<file path="config.mk">
export PLATFORM = sky130hd
export DESIGN_NAME = line_sequencer
export DESIGN_NICKNAME = d
export VERILOG_FILES = /design/src/rtl/line_sequencer.sv
export SDC_FILE = /design/constraint.sdc
export NUM_CORES = 1
export LEC_CHECK = 0
export ABC_AREA = 1
export CAP_MARGIN = 10
export CELL_PAD_IN_SITES_DETAIL_PLACEMENT = 0
export CELL_PAD_IN_SITES_GLOBAL_PLACEMENT = 1
export CORE_AREA = 2 2 126 128
export CTS_CLUSTER_DIAMETER = 60
export CTS_CLUSTER_SIZE = 12
export DETAILED_ROUTE_END_ITERATION = 10
export DIE_AREA = 0 0 128 130
export GPL_TIMING_DRIVEN = 0
export PLACE_DENSITY = 0.7
export SYNTH_ARGS = -nofsm -noshare
export SYNTH_HDL_FRONTEND = slang
export SYNTH_SLANG_ARGS = --single-unit
export TNS_END_PERCENT = 20
</file>
<file path="constraint.sdc">
create_clock -name CLOCK_50 -period 2.5 [get_ports CLOCK_50]
set_input_delay 0.5 -clock CLOCK_50 [delete_from_list [all_inputs] [get_ports CLOCK_50]]
set_output_delay 0.5 -clock CLOCK_50 [all_outputs]
set_load 0.01 [all_outputs]
</file>
<file path="src/rtl/line_sequencer.sv">
`default_nettype none
`timescale 1ns/1ps
// ============================================================================
// Module      : line_sequencer
// Description : Queues polyline points and feeds consecutive point pairs to a
//               line drawer as {x0,y0}->{x1,y1} segments with a one-cycle go
//               pulse, then waits for the drawer's done handshake.
// Config      : CLOSE_LOOP_EN (macro) - adds the close_req port; a close entry
//               draws a segment from the last point back to the polyline's
//               first point. Undefined: no close_req, close flag tied to 0.
// Ports       : CLOCK_50        clock, rising edge
//               resetN          asynchronous active-low reset
//               pt_x/pt_y       point coordinates (0..319 / 0..239)
//               pt_new          point starts a new polyline (draws nothing)
//               pt_valid        push request; transfer when pt_ready is high
//               pt_ready        FIFO not full
//               close_req       push close entry (CLOSE_LOOP_EN only)
//               x0,y0,x1,y1     segment endpoints, stable from go to release
//               go              one-cycle segment start pulse
//               done            drawer completion, high >= 1 cycle
//               busy            FIFO non-empty or sequencer active
//               fifo_count      FIFO occupancy
//               lines_issued    go pulses since reset (wraps)
// Revision    : 1.0 - initial release
// ============================================================================
module line_sequencer #(
  parameter int FIFO_DEPTH = 4
) (
  input  logic                        CLOCK_50,
  input  logic                        resetN,
  input  logic [8:0]                  pt_x,
  input  logic [7:0]                  pt_y,
  input  logic                        pt_new,
  input  logic                        pt_valid,
  output logic                        pt_ready,
`ifdef CLOSE_LOOP_EN
  input  logic                        close_req,
`endif
  output logic [8:0]                  x0,
  output logic [7:0]                  y0,
  output logic [8:0]                  x1,
  output logic [7:0]                  y1,
  output logic                        go,
  input  logic                        done,
  output logic                        busy,
  output logic [$clog2(FIFO_DEPTH):0] fifo_count,
  output logic [7:0]                  lines_issued
);

  localparam int AW = $clog2(FIFO_DEPTH);
  localparam int CW = AW + 1;
  localparam int EW = 19;  // {close, new, x[8:0], y[7:0]}

  typedef enum logic [2:0] {
    S_IDLE      = 3'd0,
    S_POP       = 3'd1,
    S_GO        = 3'd2,
    S_WAIT_DONE = 3'd3,
    S_WAIT_REL  = 3'd4
  } state_t;

  state_t state, state_next;

  // --------------------------------------------------------------------------
  // Point FIFO
  // --------------------------------------------------------------------------
  logic [EW-1:0] mem [FIFO_DEPTH];
  logic [AW-1:0] wr_ptr, rd_ptr;
  logic [CW-1:0] count;
  logic          full, empty, push_req, push, pop;
  logic [EW-1:0] entry_in, head;

`ifdef CLOSE_LOOP_EN
  // close_req wins over a point presented on the same edge; the point is dropped
  assign push_req = close_req | pt_valid;
  assign entry_in = close_req ? {1'b1, 1'b0, 9'd0, 8'd0}
                              : {1'b0, pt_new, pt_x, pt_y};
`else
  assign push_req = pt_valid;
  assign entry_in = {1'b0, pt_new, pt_x, pt_y};
`endif

  assign full  = (count == CW'(FIFO_DEPTH));
  assign empty = (count == '0);
  // full gates the push even if a pop frees a slot on the same edge
  assign push  = push_req & ~full;
  assign pop   = (state == S_POP) & ~empty;
  assign head  = mem[rd_ptr];

  always_ff @(posedge CLOCK_50) begin
    if (push) mem[wr_ptr] <= entry_in;
  end

  always_ff @(posedge CLOCK_50 or negedge resetN) begin
    if (!resetN) begin
      wr_ptr <= '0;
      rd_ptr <= '0;
      count  <= '0;
    end else begin
      if (push) wr_ptr <= wr_ptr + AW'(1);
      if (pop)  rd_ptr <= rd_ptr + AW'(1);
      case ({push, pop})
        2'b10:   count <= count + CW'(1);
        2'b01:   count <= count - CW'(1);
        default: count <= count;
      endcase
    end
  end

  logic       head_close, head_new;
  logic [8:0] head_x;
  logic [7:0] head_y;
  assign {head_close, head_new, head_x, head_y} = head;

  // --------------------------------------------------------------------------
  // Sequencer FSM
  // --------------------------------------------------------------------------
  logic       has_prev;
  logic [8:0] prev_x;
  logic [7:0] prev_y;
`ifdef CLOSE_LOOP_EN
  logic [8:0] first_x;
  logic [7:0] first_y;
`endif

  always_ff @(posedge CLOCK_50 or negedge resetN) begin
    if (!resetN) state <= S_IDLE;
    else         state <= state_next;
  end

  always_comb begin
    state_next = state;
    case (state)
      S_IDLE: begin
        if (!empty) state_next = S_POP;
      end
      S_POP: begin
        if (head_close) begin
`ifdef CLOSE_LOOP_EN
          state_next = has_prev ? S_GO : S_IDLE;
`else
          state_next = S_IDLE;
`endif
        end else if (!has_prev || head_new) begin
          state_next = S_IDLE;
        end else begin
          state_next = S_GO;
        end
      end
      S_GO:        state_next = S_WAIT_DONE;
      S_WAIT_DONE: if (done)  state_next = S_WAIT_REL;
      // wait for done to drop so the drawer is re-armed before the next go
      S_WAIT_REL:  if (!done) state_next = S_IDLE;
      default:     state_next = S_IDLE;
    endcase
  end

  // --------------------------------------------------------------------------
  // Endpoint / polyline tracking; endpoints only move in POP
  // --------------------------------------------------------------------------
  always_ff @(posedge CLOCK_50 or negedge resetN) begin
    if (!resetN) begin
      has_prev     <= 1'b0;
      prev_x       <= '0;
      prev_y       <= '0;
`ifdef CLOSE_LOOP_EN
      first_x      <= '0;
      first_y      <= '0;
`endif
      x0           <= '0;
      y0           <= '0;
      x1           <= '0;
      y1           <= '0;
      lines_issued <= '0;
    end else begin
      if (state == S_GO) lines_issued <= lines_issued + 8'd1;
      if (pop) begin
        if (head_close) begin
`ifdef CLOSE_LOOP_EN
          if (has_prev) begin
            x0       <= prev_x;
            y0       <= prev_y;
            x1       <= first_x;
            y1       <= first_y;
            has_prev <= 1'b0;
          end
`endif
        end else if (!has_prev || head_new) begin
          // anchor point of a new polyline
          prev_x   <= head_x;
          prev_y   <= head_y;
`ifdef CLOSE_LOOP_EN
          first_x  <= head_x;
          first_y  <= head_y;
`endif
          has_prev <= 1'b1;
        end else begin
          x0     <= prev_x;
          y0     <= prev_y;
          x1     <= head_x;
          y1     <= head_y;
          prev_x <= head_x;
          prev_y <= head_y;
        end
      end
    end
  end

  assign go         = (state == S_GO);
  assign pt_ready   = ~full;
  assign busy       = ~empty | (state != S_IDLE);
  assign fifo_count = count;

endmodule
`default_nettype wire
</file>
==> parameters.txt, run 1 <==
Parameter                              Value

Floorplan
  Core area ... 15,400 sq um
  Count of standard-cell rows ... 46
  Die Span Y ... 130 um
  Starting Density ... 38.9%
  Die span in x ... 128 um
  Num ports ... 70
  DIE AREA ... 16,600 sq um

Clocking
  Setup Buffers After CTS ... 0
  Skew-Pair Late Insertion Delay ... 0.41 ns
  TritonCTS clock tree ... yes
  Number of clock sinks ... 142
  Bufs on Longest Clock Path ... 2
  Number of hold buffers added after CTS ... 0
  Deepest level of the CTS H-tree ... 4
  Root buffer cell ... sky130_fd_sc_hd__clkbuf_16
  Number of CTS-inserted buffers ... 17
  Clk pin slew, worst setup/hold paths ... 0.06 ns

STA
  Clock period minus worst slack ... 2.36 ns
  Setup-failing EPs final ... 0
  Count of pins over their slew limit ... 0
  Fmax achieved ... 0.424 GHz
  Hold Violations, Final ... 0
  Share of the clock period used by the worst path ... 94.3%
  Pin slew with the least headroom to its limit ... 0.625 ns
  Worst slew margin relative to its limit ... 58.3%
  Unrepaired setup endpoints after global routing ... no
  Worst setup skew after layout ... 0.00478 ns

Logic synthesis
  Area share of the largest cell type after synthesis ... 36.0%
  Post-synth net total ... 583
  Yosys reg bits ... 142
  Number of distinct standard cells referenced by the synthesized netlist ... 31
  Syn_area_per_cell ... 10.8 sq um
  Top cell type by total area after synthesis ... sky130_fd_sc_hd__edfxtp_1
  Combined area of all synthesized cells ... 6000 sq um
  Synth top area cells ... sky130_fd_sc_hd__edfxtp_1 (36%), sky130_fd_sc_hd__dfrtp_1 (29%), sky130_fd_sc_hd__nand2_1 (13%)
  Synth async-reset ratio ... 49.3%
  Sequential area share after synthesis ... 65.2%
  Ys flop type ... sky130_fd_sc_hd__edfxtp_1
  Syn Inst Count ... 554
  Yosys Warn Count ... 0
  EDFF count, synth ... 72

Critical path
  Slack of the worst reg-to-reg path ... 0.23 ns
  Worst EP arrival ... 1.86 ns
  Data required, critical path ... 2.00 ns
  Max Fanout on Critical Path ... 8
  Critical Path Source Type ... register
  Worst flop-to-flop path startpoint ... fifo_count[1]
  Setup CP Type ... register to output port
  Logic depth of the worst register-to-register path ... 11
  Terminus of the critical flop-to-flop path ... fifo_count[2]
  Critical path endpoint category ... output port

Detailed routing
  Pre-Repair DR Iteration Count ... 4
  Vias after detailed routing ... 4,075
  Post-detailed-route via-to-cell ratio ... 4.79
  Drt first-iter violations ... 228
  Drt total wl ... 13.2 mm
  Average wire length per cell after detail routing ... 15.5 um
  Antenna-violating nets left ... 0
  DRC violation count after routing ... 0

Cells and area
  Net total in the final layout ... 676
  # diodes ... 0
  Flip-flop and latch area ... 3910 sq um
  Synthesis-to-finish area growth ... 26.6%
  Most common cell after layout, fill and taps aside ... sky130_fd_sc_hd__nand2_1
  Area of the multi-input gates ... 1830 sq um
  Non-Filler Cell Area, Final ... 7590 sq um
  Fraction of layout instances using a drive strength above 1 ... 13.5%
  Filler Cell Count ... 1,408
  Cell Count, Final, Fillers Out ... 851
  Commonest non-fill, non-tap cells in the layout ... sky130_fd_sc_hd__nand2_1 (203), sky130_fd_sc_hd__edfxtp_1 (72), sky130_fd_sc_hd__dfrtp_1 (70)

Global route
  Number of global-route vias before repair ... 3,991
  Largest net degree at the start of global routing ... 71
  Initial antenna violation count ... 0
  Total global routing overflow ... 0
  Total global routing track utilization ... 17.1%
  Global-route wire length before repair ... 21.4 mm

Pwr
  PwrDens ... 1350 nW/um^2
  Total net switching power ... 0.00384 W
  Logic pwr share ... 41.2%
  Lkg Pwr ... 3.28 nW
  Switching share of power ... 37.4%
  Sequential fraction of design power ... 35.9%
  Clock network fraction of total power ... 22.9%
  Internal power ... 0.00644 W
  Worst ir drop on vdd ... 0.741 mV

Status
  Status ... complete, no violations

Place
  IO buf count ... 69
  GPL Wtd Cong ... 0.779
  Number of instances in the placed design ... 820
  HPWL after detailed placement ... 9.49 mm
  Cell Area, Placed ... 7030 sq um

Min path
  Path category of the worst min-delay check ... primary input to asynchronous set/reset pin

Job
  Number of maximum-capacitance violations ... 0
[critical path, stage by stage, from the launching register on]
cell	delay [ns]
sky130_fd_sc_hd__dfrtp_1	0.46
sky130_fd_sc_hd__inv_2	0.16
sky130_fd_sc_hd__nand3_4	0.14
sky130_fd_sc_hd__inv_2	0.13
sky130_fd_sc_hd__clkdlybuf4s50_1	0.55
[cells by family after synthesis]
logic type	Yosys count	share of synthesized area, %
compound gates	42	3.69
xor+xnor	8	1.17
fa+ha+maj	7	1.58
buf+inv	47	4.75
flops	142	65.2
simple gates	308	23.6
[Yosys cell counts, types with 6 or more instances]
cell type	number
sky130_fd_sc_hd__buf_2	10
sky130_fd_sc_hd__nand4_1	19
sky130_fd_sc_hd__a21oi_1	21
sky130_fd_sc_hd__edfxtp_1	72
sky130_fd_sc_hd__o21ai_1	8
sky130_fd_sc_hd__inv_1	21
sky130_fd_sc_hd__nand3_1	34
sky130_fd_sc_hd__nand2_1	203
sky130_fd_sc_hd__ha_1	6
sky130_fd_sc_hd__o21ai_0	12
sky130_fd_sc_hd__nor2_1	28
sky130_fd_sc_hd__dfrtp_1	70
sky130_fd_sc_hd__nand3_2	12
[sequential cells by signal, indices dropped and copies added, names as in the netlist]
name / count
mem: 72
prev_x: 9
rd_ptr: 2
x0: 9
x1: 9
y0: 8
prev_y: 8
fifo_count: 3
state: 3
y1: 8
wr_ptr: 2
has_prev: 1
lines_issued: 8
[power by group through the flow]
| stage | Clock [W] | Sequential (W) | Combinational (W) |
|---|---|---|---|
| 4_1_cts | 0.00241 | 0.00369 | 0.00427 |
| 3_5_place_dp | 0 | 0.00372 | 0.00425 |
| 2_1_floorplan | 0 | 0.00378 | 0.00252 |
| 3_3_place_gp | 0 | 0.00371 | 0.00410 |
| 5_1_grt | 0.00250 | 0.00378 | 0.00474 |
| 6_report | 0.00236 | 0.00369 | 0.00424 |
[worst max-delay path by stage]
stage                       start             to  slack [ns]  cells past startpoint
global route        fifo_count[1]  fifo_count[2]        0.02                     11
CTS                      state[2]             go        0.02                      4
global placement           resetN      wr_ptr[1]       -1.53                      1
floorplan           fifo_count[0]  fifo_count[2]        0.31                     11
finish                   state[2]             go        0.14                      4
detailed placement       pt_valid  fifo_count[2]        0.01                      7
[repair_timing]
action / in CTS / in global routing
cloned: 0 / 0
setup endpoints to repair: 1 / 3
gates resized for setup: 1 / 3
pin swaps: 0 / 0
[through the flow]
step	hold slack (ns)	power (W)	setup WS, ns	util [%]	TNS (ns)
floorplan	0.204	0.00630	0.309	-	0
global placement	0.459	0.00781	-1.53	44.9	-138.05
detailed placement	0.460	0.00798	0.0139	45.5	0
CTS	0.0969	0.0104	0.0222	49.1	0
global route	0.108	0.0110	0.0188	49.2	0
finish	0.0949	0.0103	0.143	49.2	0
[layer usage]
metal	GRT usage, %	part of all wire [%]
met1	23.3	47
met2	27.1	47
met3	3.40	3.9
met4	6.79	1.8
met5	0	0
[layout make-up]
cell class	instances	area share (%)
Inverter	25	1.24
Timing Repair Buffer	74	10.2
Sequential cell	142	51.5
Clock buffer	18	5.65
Buffer	22	2.52
Multi-Input combinational cell	365	24.0
Clock inverter	13	1.65
Tap cell	192	3.16
No activity file was read; power rests on OpenSTA's default activity.
==> inputs of run 2 (changes only) <==
CORE_AREA = 2 2 120 122   (was 2 2 126 128)
DIE_AREA = 0 0 122 124   (was 0 0 128 130)
PLACE_DENSITY = 0.76   (was 0.7)
clock period = 2.6 ns   (was 2.5 ns; I/O delays follow)
==> run 2 against run 1 <==
  * Combinational power is 5.7% lower
  * Via count rose by 0.91%
  * Register-to-register slack improved by 0.10 ns
  * Total power fell by 3.8%
  * Sequential power fell by 4%
  * Non-clock buffer count decreased by 1
  * Setup slack improved by 0.0068 ns
  * Sequential share of layout area increased by 0.15 points
  * Sequential cell count unchanged
  * Clock power is essentially flat
==> parameters.txt, run 2 (synthesized netlist as in run 1, its figures left out) <==
Parameter                              Value

Status
  Status ... complete, no violations

Clocking
  Number of hold buffers added after CTS ... 0
  Number of CTS-inserted buffers ... 17
  Clk pin slew, worst setup/hold paths ... 0.07 ns
  Bufs on Longest Clock Path ... 2
  TritonCTS clock tree ... yes
  Deepest level of the CTS H-tree ... 4
  Number of clock sinks ... 142
  Root buffer cell ... sky130_fd_sc_hd__clkbuf_16
  Skew-Pair Late Insertion Delay ... 0.43 ns

Critical path
  Data required, critical path ... 2.08 ns
  Launching instance or port of the critical path ... state[2]
  Setup CP Type ... register to output port
  Worst EP arrival ... 1.93 ns
  Critical path endpoint category ... output port
  Max Fanout on Critical Path ... 8
  Critical Path Source Type ... register
  Worst flop-to-flop path startpoint ... fifo_count[0]

STA
  Share of the clock period used by the worst path ... 94.2%
  Clock period minus worst slack ... 2.45 ns
  Fmax achieved ... 0.408 GHz
  Hold Violations, Final ... 0
  Pin slew with the least headroom to its limit ... 0.899 ns
  Setup-failing EPs final ... 0
  Count of pins over their slew limit ... 0
  Final Hold Slack ... 0.202 ns
  Worst slew margin relative to its limit ... 40.1%
  Worst setup skew after layout ... 0.00974 ns
  Unrepaired setup endpoints after global routing ... no

Floorplan
  DIE AREA ... 15,100 sq um
  Core area ... 13,700 sq um
  Die span in x ... 122 um
  Num ports ... 70
  Die Span Y ... 124 um
  Count of standard-cell rows ... 43
  Starting Density ... 43.7%

Pwr
  PwrDens ... 1310 nW/um^2
  Worst ir drop on vdd ... 0.658 mV
  Lkg Pwr ... 3.29 nW

Cells and area
  # diodes ... 0
  Fraction of layout instances using a drive strength above 1 ... 14.1%
  Most common cell after layout, fill and taps aside ... sky130_fd_sc_hd__nand2_1
  Commonest non-fill, non-tap cells in the layout ... sky130_fd_sc_hd__nand2_1 (203), sky130_fd_sc_hd__edfxtp_1 (72), sky130_fd_sc_hd__dfrtp_1 (70)
  Net total in the final layout ... 675
  Synthesis-to-finish area growth ... 26.2%
  Non-Filler Cell Area, Final ... 7570 sq um
  Cell Count, Final, Fillers Out ... 839
  Register name with the most flops ... mem
  Flip-flop count of the largest register, all copies and words added ... 72

Detailed routing
  Drt first-iter violations ... 300
  Antenna-violating nets left ... 0
  Vias after detailed routing ... 4,112
  Highest layer used for signal routing ... met4
  WL met3 ... 580 um
  Post-detailed-route via-to-cell ratio ... 4.90
  Pre-Repair DR Iteration Count ... 5
  DRC violation count after routing ... 0
  Met1 Routed Length ... 5.94 mm
  Drt total wl ... 12.5 mm
  Average wire length per cell after detail routing ... 14.9 um
  Detailed route wirelength on metal2 ... 5.76 mm

Min path
  Path category of the worst min-delay check ... primary input to asynchronous set/reset pin

Place
  HPWL after detailed placement ... 8.90 mm
  Cell Area, Placed ... 6980 sq um
  Number of instances in the placed design ... 807
  IO buf count ... 69
  GPL Wtd Cong ... 0.798

Global route
  Number of global-route vias before repair ... 3,913
  Initial antenna violation count ... 0
  Largest net degree at the start of global routing ... 71
  Total global routing overflow ... 0
  Global-route wire length before repair ... 20.1 mm
  Total global routing track utilization ... 17.6%

Job
  Number of maximum-capacitance violations ... 0
-- run 2: changes by cell type in the layout (fill, tap and decap cells not counted), sizes merged --
| cell | delta |
|---|---|
| clkinv | -3 |
| buf | -1 |
| bufinv | -2 |
| inv | +9 |
| clkinvlp | -2 |
| clkbuf | -1 |
-- run 2: worst paths after layout --
kind                       slack (ns)         endpoint  cells after the start
min in group CLOCK_50            0.47            x0[3]                      2
max in group asynchronous        1.79            x1[3]                      1
hold reg to reg                  0.47            x0[3]                      2
setup / recovery                 0.15               go                      4
hold / removal                   0.20  lines_issued[1]                      1
setup reg to reg                 0.33    fifo_count[2]                     11
-- run 2: area by class of cell --
type	instances	area (sq um)
Fill cell	1175	6150
Sequential cell	142	3910
Clock inverter	15	169
Inverter	25	93.8
Buffer	22	191
Clock buffer	17	425
Tap cell	180	225
Multi-Input combinational cell	365	1810
Timing Repair Buffer	73	741
-- run 2: routing by layer --
| metal | up-vias | track usage (%) |
|---|---|---|
| met5 | - | 0 |
| met3 | 13 | 3.30 |
| li1 | 2040 | - |
| met2 | 122 | 27.3 |
| met1 | 1937 | 24.9 |
| met4 | 0 | 6.68 |
-- run 2: what timing repair did --
item | 4_1_cts | 5_1_grt
setup endpoints to repair | 0 | 2
setup buffers | 0 | 0
resized for setup | 0 | 2
-- run 2: worst max-delay path, stage by stage (launching register included) --
cell and delay, ns:
sky130_fd_sc_hd__dfrtp_1 0.46, sky130_fd_sc_hd__inv_2 0.13, sky130_fd_sc_hd__nand3_2 0.19, sky130_fd_sc_hd__inv_2 0.18, sky130_fd_sc_hd__clkdlybuf4s50_1 0.55
-- run 2: stage by stage --
| stage | setup WS, ns | power, W | TNS, ns | util, % |
|---|---|---|---|---|
| 6_report | 0.150 | 0.00989 | 0 | 55.2 |
| 5_1_grt | 0.0458 | 0.0106 | 0 | 55.2 |
| 4_1_cts | 0.0699 | 0.00996 | 0 | 55.2 |
| 3_5_place_dp | 0.151 | 0.00759 | 0 | 50.8 |
| 2_1_floorplan | 0.409 | 0.00606 | 0 | - |
| 3_3_place_gp | -1.35 | 0.00746 | -115.87 | 50.4 |
-- run 2: power by group --
part	switching (W)	internal, W
Sequential	0.000400	0.00313
Clock	0.00107	0.00129
Combinational	0.00235	0.00165
==> inputs of run 3 (changes only) <==
==> constraint.sdc (replaced) <==
create_clock -name CLOCK_50 -period 2.5 [get_ports CLOCK_50]
set_input_delay 0.5 -clock CLOCK_50 [delete_from_list [all_inputs] [get_ports CLOCK_50]]
set_output_delay 0.5 -clock CLOCK_50 [all_outputs]
set_load 0.02 [all_outputs]
==> run 3 against run 2 <==
  * Core utilization hardly changed
  * Final area hardly changed
  * Sequential power is 4% higher
  * Clock skew hardly changed
  * Die area stayed put
  * Global-route usage stayed put
  * Sequential share of layout area hardly changed
  * Hold slack worse by 0.020 ns
  * Clock-buffer cell count stayed put
  * Routed wire length hardly changed
  * Register-to-register slack worse by 0.098 ns
  * Total power is 6.5% higher
  * Largest cell class unchanged
  * Largest power group unchanged
  * Highest routed layer unchanged
==> parameters.txt, run 3 (synthesized netlist as in run 1, its figures left out) <==
Parameter                              Value

Pwr
  Logic pwr share ... 41.8%
  Lkg Pwr ... 3.29 nW
  Total net switching power ... 0.00422 W
  Switching share of power ... 40.1%
  Internal power ... 0.00631 W
  Worst ir drop on vdd ... 0.685 mV
  Clock network fraction of total power ... 23.3%
  Sequential fraction of design power ... 34.9%
  PwrDens ... 1390 nW/um^2

Detailed routing
  Post-detailed-route via-to-cell ratio ... 4.90
  DRC violation count after routing ... 0
  Met1 Routed Length ... 5.95 mm
  Antenna-violating nets left ... 0
  Highest layer used for signal routing ... met4
  WL met3 ... 582 um
  Drt total wl ... 12.5 mm
  Vias after detailed routing ... 4,114
  Drt first-iter violations ... 300
  Pre-Repair DR Iteration Count ... 5
  Detailed route wirelength on metal2 ... 5.76 mm
  Average wire length per cell after detail routing ... 14.9 um

Critical path
  Max Fanout on Critical Path ... 10
  Worst flop-to-flop path startpoint ... fifo_count[0]
  Setup CP Type ... register to register
  Critical-path top delay cell ... sky130_fd_sc_hd__dfrtp_1
  Worst EP arrival ... 2.56 ns
  Crit-path max cell delay ... 0.43 ns
  Critical path endpoint category ... register
  Critical Path, Cell by Cell ... inv_1, nand2_1, nor2_2, nor2_4, buf_8, buf_12, ha_1, fa_1, a21oi_1, o21ai_0, xor2_1
  Critical Path Source Type ... register
  Launching instance or port of the critical path ... fifo_count[0]
  Data required, critical path ... 2.80 ns

Global route
  Largest net degree at the start of global routing ... 71
  Initial antenna violation count ... 0
  Total global routing overflow ... 0
  Total global routing track utilization ... 17.6%
  Global-route wire length before repair ... 20.1 mm
  Number of global-route vias before repair ... 3,913

Clocking
  Number of hold buffers added after CTS ... 0
  Deepest level of the CTS H-tree ... 4
  Root buffer cell ... sky130_fd_sc_hd__clkbuf_16
  Number of clock sinks ... 142
  Skew-Pair Late Insertion Delay ... 0.43 ns
  TritonCTS clock tree ... yes
  Number of CTS-inserted buffers ... 17
  Setup Buffers After CTS ... 0
  Bufs on Longest Clock Path ... 2
  Clk pin slew, worst setup/hold paths ... 0.07 ns

Cells and area
  Synthesis-to-finish area growth ... 26.2%
  Most common cell after layout, fill and taps aside ... sky130_fd_sc_hd__nand2_1
  Final design utilization ... 55.2%
  # diodes ... 0
  Register name with the most flops ... mem
  Net total in the final layout ... 675
  Fraction of layout instances using a drive strength above 1 ... 14.1%
  Commonest non-fill, non-tap cells in the layout ... sky130_fd_sc_hd__nand2_1 (203), sky130_fd_sc_hd__edfxtp_1 (72), sky130_fd_sc_hd__dfrtp_1 (70)
  Flip-flop count of the largest register, all copies and words added ... 72

Place
  HPWL after detailed placement ... 8.90 mm
  IO buf count ... 69
  Post-placement worst setup slack ... 0.0711 ns
  GPL Wtd Cong ... 0.798

Floorplan
  Core area ... 13,700 sq um
  Starting Density ... 43.7%
  Die span in x ... 122 um
  Count of standard-cell rows ... 43
  Num ports ... 70
  DIE AREA ... 15,100 sq um
  Die Span Y ... 124 um

Status
  Status ... complete, no violations

STA
  Clock period minus worst slack ... 2.27 ns
  Count of pins over their slew limit ... 0
  Worst setup skew after layout ... 0.00974 ns
  Unrepaired setup endpoints after global routing ... no
  Setup-failing EPs final ... 0
  Worst slew margin relative to its limit ... 40.1%
  Least setup slack across all paths after layout ... 0.232 ns
  Hold Violations, Final ... 0
  Total negative slack ... 0 ns
  Fmax achieved ... 0.441 GHz
  Share of the clock period used by the worst path ... 90.7%
  Pin slew with the least headroom to its limit ... 0.899 ns

Job
  Number of maximum-capacitance violations ... 0

Min path
  Path category of the worst min-delay check ... primary input to asynchronous set/reset pin
## run 3: layout make-up
| class | count | area [sq um] |
|---|---|---|
| Clock buffer | 17 | 425 |
| Buffer | 22 | 191 |
| Timing Repair Buffer | 73 | 742 |
| Inverter | 25 | 93.8 |
| Clock inverter | 15 | 169 |
| Sequential cell | 142 | 3910 |
| Tap cell | 180 | 225 |
| Multi-Input combinational cell | 365 | 1810 |
| Fill cell | 1175 | 6150 |
## run 3: power by group through the flow
stage | logic, W | clock network (W) | registers [W]
detailed placement | 0.00443 | 0 | 0.00372
CTS | 0.00445 | 0.00249 | 0.00368
finish | 0.00441 | 0.00245 | 0.00367
global placement | 0.00431 | 0 | 0.00370
global route | 0.00492 | 0.00258 | 0.00376
floorplan | 0.00253 | 0 | 0.00401
## run 3: stage by stage
| stage | hold WS (ns) | cell area (sq um) | power, W | cells |
|---|---|---|---|---|
| floorplan | 0.204 | 6000 | 0.00654 | 554 |
| global placement | 0.455 | 6920 | 0.00801 | 803 |
| detailed placement | 0.460 | 6980 | 0.00815 | 807 |
| CTS | 0.226 | 7570 | 0.0106 | 839 |
| global route | 0.261 | 7570 | 0.0113 | 839 |
| finish | 0.182 | 7570 | 0.0105 | 839 |
## run 3: final timing paths
| path | end | slack (ns) | cells after the start |
|---|---|---|---|
| setup reg to reg | fifo_count[2] | 0.23 | 11 |
| setup / recovery | fifo_count[2] | 0.23 | 11 |
| min in group CLOCK_50 | x0[3] | 0.47 | 2 |
| hold reg to reg | x0[3] | 0.47 | 2 |
| max in group asynchronous | x1[3] | 1.71 | 1 |
| hold / removal | lines_issued[1] | 0.18 | 1 |
## run 3: layer usage
| layer | global-route usage [%] | up-vias |
|---|---|---|
| li1 | - | 2040 |
| met1 | 24.9 | 1939 |
| met2 | 27.3 | 122 |
| met3 | 3.30 | 13 |
| met4 | 6.68 | 0 |
| met5 | 0 | - |
## run 3: timing repair
item	in CTS	in global routing
resized for setup	3	1
cloned	0	0
endpoints found under the setup margin	2	1
## run 3: worst max-delay path, delay by kind of cell (launching register included)
| family | cells | cell delay, ns |
|---|---|---|
| buffers and inverters | 3 | 0.40 |
| DFF | 1 | 0.43 |
| adders and majority gates | 2 | 0.59 |
| AOI/OAI and AO/OA | 2 | 0.25 |
| and+or+nand+nor | 3 | 0.31 |
| xor gates and xnor gates | 1 | 0.15 |
